`src/rtl/psum_rmw_ctrl.sv`:
```
// rtl/psum_rmw_ctrl.sv - PSUM SRAM read-modify-write sequencer between OFIFO and SFP lanes
// Optional stall counter output enabled by `define PSUM_RMW_STALL_CNT_EN
module psum_rmw_ctrl #(
  parameter int col     = 8,
  parameter int psum_bw = 16,
  parameter int addr_bw = 11,
  parameter int cnt_bw  = 11
) (
  input  logic                     clk,
  input  logic                     reset,
  input  logic                     start,
  input  logic [1:0]               mode,
  input  logic [addr_bw-1:0]       base_addr,
  input  logic [cnt_bw-1:0]        num_rows,
  output logic                     busy,
  output logic                     done,
  input  logic                     ofifo_valid,
  output logic                     ofifo_rd,
  input  logic [col*psum_bw-1:0]   ofifo_out,
  output logic                     mem_cen,
  output logic                     mem_wen,
  output logic [addr_bw-1:0]       mem_addr,
  output logic [col*psum_bw-1:0]   mem_d,
  input  logic [col*psum_bw-1:0]   mem_q,
  output logic [col*psum_bw-1:0]   sfp_psum,
  output logic [col*psum_bw-1:0]   sfp_ofifo,
  output logic                     sfp_accum,
  output logic                     sfp_passthrough,
  input  logic [col*psum_bw-1:0]   sfp_result
`ifdef PSUM_RMW_STALL_CNT_EN
  ,
  output logic [31:0]              stall_cycles
`endif
);

  localparam int dw = col * psum_bw;
  localparam logic [1:0] m_pass = 2'b00;
  localparam logic [1:0] m_acc  = 2'b01;
  localparam logic [1:0] m_relu = 2'b10;

  typedef enum logic [1:0] {s_idle, s_rd, s_wr, s_done} state_t;

  state_t              state;
  state_t              state_nxt;
  logic [1:0]          mode_q;
  logic [addr_bw-1:0]  base_q;
  logic [cnt_bw-1:0]   num_q;
  logic [cnt_bw-1:0]   cnt;
  logic [dw-1:0]       ofifo_q;

  logic [1:0]          mode_eff;
  logic                accept;
  logic                stall;
  logic                rd_fire;
  logic                wr_fire;
  logic [cnt_bw-1:0]   cnt_inc;
  logic                last_row;
  logic [addr_bw-1:0]  row_addr;

  // Reserved mode 11 behaves as passthrough.
  assign mode_eff = (mode == 2'b11) ? m_pass : mode;
  assign accept   = (state == s_idle) && start;
  assign stall    = !ofifo_valid &&
                    (((state == s_rd) && (mode_q == m_acc)) ||
                     ((state == s_wr) && (mode_q == m_pass)));
  assign rd_fire  = (state == s_rd) && !stall;
  assign wr_fire  = (state == s_wr) && !stall;
  assign cnt_inc  = cnt + cnt_bw'(1);
  assign last_row = (cnt_inc == num_q);
  assign row_addr = base_q + addr_bw'(cnt);
  assign sfp_psum = mem_q;

  always_ff @(posedge clk) begin
    if (!reset) begin
      state <= s_idle;
    end else begin
      state <= state_nxt;
    end
  end

  always_ff @(posedge clk) begin
    if (!reset) begin
      mode_q  <= m_pass;
      base_q  <= '0;
      num_q   <= '0;
      cnt     <= '0;
      ofifo_q <= '0;
    end else begin
      if (accept) begin
        mode_q <= mode_eff;
        base_q <= base_addr;
        num_q  <= num_rows;
        cnt    <= '0;
      end else if (wr_fire) begin
        cnt <= cnt_inc;
      end
      if (rd_fire && (mode_q == m_acc)) begin
        ofifo_q <= ofifo_out;
      end
    end
  end

`ifdef PSUM_RMW_STALL_CNT_EN
  always_ff @(posedge clk) begin
    if (!reset) begin
      stall_cycles <= '0;
    end else if (accept) begin
      stall_cycles <= '0;
    end else if (stall) begin
      stall_cycles <= stall_cycles + 32'd1;
    end
  end
`endif

  always_comb begin
    state_nxt = state;
    case (state)
      s_idle: begin
        if (start) begin
          if (num_rows == '0) begin
            state_nxt = s_done;
          end else if (mode_eff == m_pass) begin
            state_nxt = s_wr;
          end else begin
            state_nxt = s_rd;
          end
        end
      end
      s_rd: begin
        if (!stall) begin
          state_nxt = s_wr;
        end
      end
      s_wr: begin
        if (!stall) begin
          if (last_row) begin
            state_nxt = s_done;
          end else if (mode_q != m_pass) begin
            state_nxt = s_rd;
          end
        end
      end
      s_done: state_nxt = s_idle;
      default: state_nxt = s_idle;
    endcase
  end

  always_comb begin
    busy            = 1'b0;
    done            = 1'b0;
    ofifo_rd        = 1'b0;
    mem_cen         = 1'b1;
    mem_wen         = 1'b1;
    mem_addr        = '0;
    mem_d           = '0;
    sfp_accum       = 1'b0;
    sfp_passthrough = 1'b0;
    sfp_ofifo       = ofifo_q;
    case (state)
      s_rd: begin
        busy      = 1'b1;
        sfp_accum = (mode_q == m_acc);
        if (!stall) begin
          mem_cen  = 1'b0;
          mem_addr = row_addr;
          ofifo_rd = (mode_q == m_acc);
        end
      end
      s_wr: begin
        busy            = 1'b1;
        sfp_accum       = (mode_q == m_acc);
        sfp_passthrough = (mode_q == m_pass);
        // Passthrough pops and writes in one cycle, so the SFP sees the live head row.
        if (mode_q == m_pass) begin
          sfp_ofifo = ofifo_out;
        end
        if (!stall) begin
          mem_cen  = 1'b0;
          mem_wen  = 1'b0;
          mem_addr = row_addr;
          mem_d    = sfp_result;
          ofifo_rd = (mode_q == m_pass);
        end
      end
      s_done: done = 1'b1;
      default: ;
    endcase
  end

endmodule

```
`config.mk`:
```
export PLATFORM = sky130hd
export DESIGN_NAME = psum_rmw_ctrl
export DESIGN_NICKNAME = d
export VERILOG_FILES = /design/src/rtl/psum_rmw_ctrl.sv
export SDC_FILE = /design/constraint.sdc
export NUM_CORES = 1
export LEC_CHECK = 0
export BUFFER_PORTS_ARGS = -buffer_cell sky130_fd_sc_hd__buf_2
export CAP_MARGIN = 10
export CELL_PAD_IN_SITES_DETAIL_PLACEMENT = 1
export CELL_PAD_IN_SITES_GLOBAL_PLACEMENT = 2
export CORE_AREA = 4 4 318 320
export CTS_CLUSTER_SIZE = 25
export DETAILED_ROUTE_END_ITERATION = 12
export DIE_AREA = 0 0 322 324
export PLACE_DENSITY_LB_ADDON = 0.3
export SKIP_CTS_REPAIR_TIMING = 1
export SLEW_MARGIN = 20
export SYNTH_ARGS = -nofsm -noshare
export SYNTH_HDL_FRONTEND = slang
export SYNTH_SLANG_ARGS = --single-unit
```
`constraint.sdc`:
```
create_clock -name clk -period 5.29 [get_ports clk]
set_input_delay 0.2645 -clock clk [delete_from_list [all_inputs] [get_ports clk]]
set_output_delay 0.2645 -clock clk [all_outputs]
set_load 0.005 [all_outputs]
```
==> run metrics <==
sw frac 39.02%; Mapped Cells 1301; slowest stage delay, CP 0.74 ns; Detailed Route WL 58490 um; Die X 322 um; Rel. slew slack 30.68%; CP top delay family buffers and inverters; fmax 259.6 MHz; Post-Synthesis Net Count 1732; DR WL/cell 19.32 um; unrepaired setup endpoints after global routing no; nature of the critical path endpoint primary output; DIE HEIGHT 324 um; Initial DRT Pass Iterations 5; Sw Pwr 1.773 mW; Worst path depth 8; sequential area share after synthesis 32.66%; P_leak 6.779 nW; status finished clean; Tmin final 3.851 ns; die area 0.1043 mm2; CP most frequent cell inv_1; Flop pwr share 29.4%; Core Util, Final 14.78%; number of CTS-inserted buffers 17; Filler cells 11910; final max-slew violation count 0; # IOs 814; Post-synth EDFFs 0; pin count of the biggest net entering global routing 129; number of global-route vias before repair 11040; GRT Util Overall 10.58%; crit-path max FO 56; layout cells sized above 1 42.59%; worst slew pin tran 1.037 ns; DRT antenna net count 0; Root Driver clkbuf_16; CTS sink count 165; internal power 2.771 mW; row cnt 115; CTS tree yes; Mapped Area 0.01011 mm2; P&R area growth vs syn 43.43%; dpl hpwl 46480 um; average size of a mapped cell 7.775 um2; met2 Track Usage GR 15.98%; Distinct cells, synth 53; final setup TNS 0 ns; H-tree Lvls 4; grt met1 use 13.39%; clock power share 29.0%; GR peak layer met2; Clock Pin Slew Worst Setup and Hold Paths 0.09 ns; synth top area cells dfxtp_1 33%, mux2_2 14%, nand2_1 12%; synthesized flop and latch total 165; grt ovf 0; port bufs 557; Vias/cell 3.567; routability cong. 0.8514; final worst-path cycle share 72.81%; CP bufs+invs 5; most common cell in the netlist nand2_1; met3 Track Usage GR 4.623%; required time worst endpoint 5.03 ns; CP Cell Sequence inv_1 > ha_2 > inv_1 > or3_1 > inv_4 > buf_12 > mux2_2 > buf_2; share of the synthesized area in the top cell type 32.66%; nets@finish 2151; CP arrival 3.59 ns; synth cell count leaders 317 x nand2_1, 165 x dfxtp_1, 162 x a21oi_1; worst hold margin 0.01837 ns; CTS Buffer Depth 2; Starting DRT DRC Count 433; Clock Skews 0.01791 ns; R2R depth 9; Fin. Hold Viols 0; first-pass GRT wire length 79920 um; core area 0.09813 mm2; max-cap violation count 0; hold depth 3; CP Launch Type register; slowest CP cell ha_2; async set-reset flop share out of synthesis 0%; Final Setup Violations 0; yosys warns 0; initial antenna violation count 23; WS Path Type reg -> out; HP Class in -> reg; Initial Util 10.31%; worst-skew pair later-pin latency 0.50 ns; via total after detailed routing 10800; VDD IR-drop max 0.1990 mV; Comb power frac 41.6%; area leader, netlist dfxtp_1; DRC 0; ys flop type dfxtp_1; power per cell area 313.3 mW/mm2
==> worst register-to-register path: cells and delay by family, from the launching register on <==
kind                       cells  cell delay, ns
and+or+nand+nor                4            1.09
adders and majority gates      1            0.74
DFF                            1            0.35
buffers and inverters          2            0.34
muxes                          1            0.21
xor gates and xnor gates       1            0.16
==> registers in the layout (all words and copies together), names as in the netlist <==
name	count
ofifo_q	128
base_q	11
cnt	11
num_q	11
mode_q	2
state	2
==> cells in the final DEF (no fill, tap or decap), drive strengths merged, types with 2 or more instances in the layout <==
master | synthesis | final
buf | 138 | 566
nand2 | 317 | 317
dfxtp | 165 | 165
a21oi | 162 | 162
and3 | 132 | 132
mux2 | 129 | 129
dlygate4sd3 | 0 | 61
inv | 20 | 29
nor2 | 24 | 24
clkbuf | 89 | 19
ha | 18 | 18
xnor2 | 14 | 14
o21ai | 12 | 12
nor3 | 9 | 9
xor2 | 9 | 9
diode | 0 | 8
nand3 | 7 | 7
or3 | 5 | 5
mux2i | 3 | 3
a21o | 3 | 3
nor2b | 3 | 3
nand2b | 3 | 3
nor4 | 3 | 3
nand4 | 3 | 3
clkinv | 0 | 3
nor3b | 2 | 2
a31oi | 2 | 2
a311o | 2 | 2
o31ai | 2 | 2
or4 | 2 | 2
o22ai | 2 | 2
and2 | 2 | 2
==> logic make-up (layout without fill, tap and decap cells) <==
family | after synthesis | in the layout | share of synthesized area [%]
fa+ha+maj | 19 | 19 | 2.425
other cells | 0 | 8 | 0
compound gates | 199 | 199 | 10.77
buf+inv | 247 | 679 | 14.03
simple gates | 516 | 516 | 23.47
flops | 165 | 165 | 32.66
mux | 132 | 132 | 14.66
xor+xnor | 23 | 23 | 1.992
==> final timing paths <==
kind	startpoint	endpoint	slack (ns)
worst max register to register	state[0]	cnt[7]	2.27
worst min register to register	ofifo_q[6]	ofifo_q[6]	0.45
worst min-delay path	ofifo_out[111]	ofifo_q[111]	0.02
worst max-delay path	state[0]	sfp_ofifo[110]	1.44
==> area by class of cell <==
cell class	instances	area [um2]	share of cell area (%)
well taps	1287	1610	11.10
multi-input cells	889	5401	37.23
clock inverters	13	130.1	0.8969
inverters	20	80.08	0.5520
repair buffers	627	3520	24.26
flip-flops and latches	165	3303	22.77
clock buffers	19	442.9	3.053
diodes	8	20.02	0.1380
==> power by group through the flow <==
stage / Combinational (mW) / Sequential [mW] / Clock (mW)
after floorplan: 1.05 / 1.35 / 0
after global placement: 1.88 / 1.37 / 0
after detailed placement: 1.88 / 1.37 / 0
after CTS: 1.89 / 1.34 / 1.41
after global routing: 2.06 / 1.34 / 1.44
final: 1.89 / 1.34 / 1.32
==> per-layer routing <==
layer / vias up / share of wire, %
li1: 5100 / -
met1: 5190 / 43
met2: 394 / 45
met3: 106 / 9.1
met4: 10 / 2.8
met5: - / 0.12
==> metrics by stage <==
step | total power, mW | worst slack, ns | std cells | area (um2)
4_1_cts | 4.639 | 1.277 | 2959 | 13870
6_report | 4.545 | 1.439 | 3028 | 14510
2_1_floorplan | 2.398 | 2.941 | 1301 | 10110
5_1_grt | 4.841 | 1.127 | 3021 | 14490
3_3_place_gp | 3.243 | 1.915 | 2927 | 13300
3_5_place_dp | 3.247 | 1.858 | 2927 | 13300
Power figures use the tool's default switching activity.
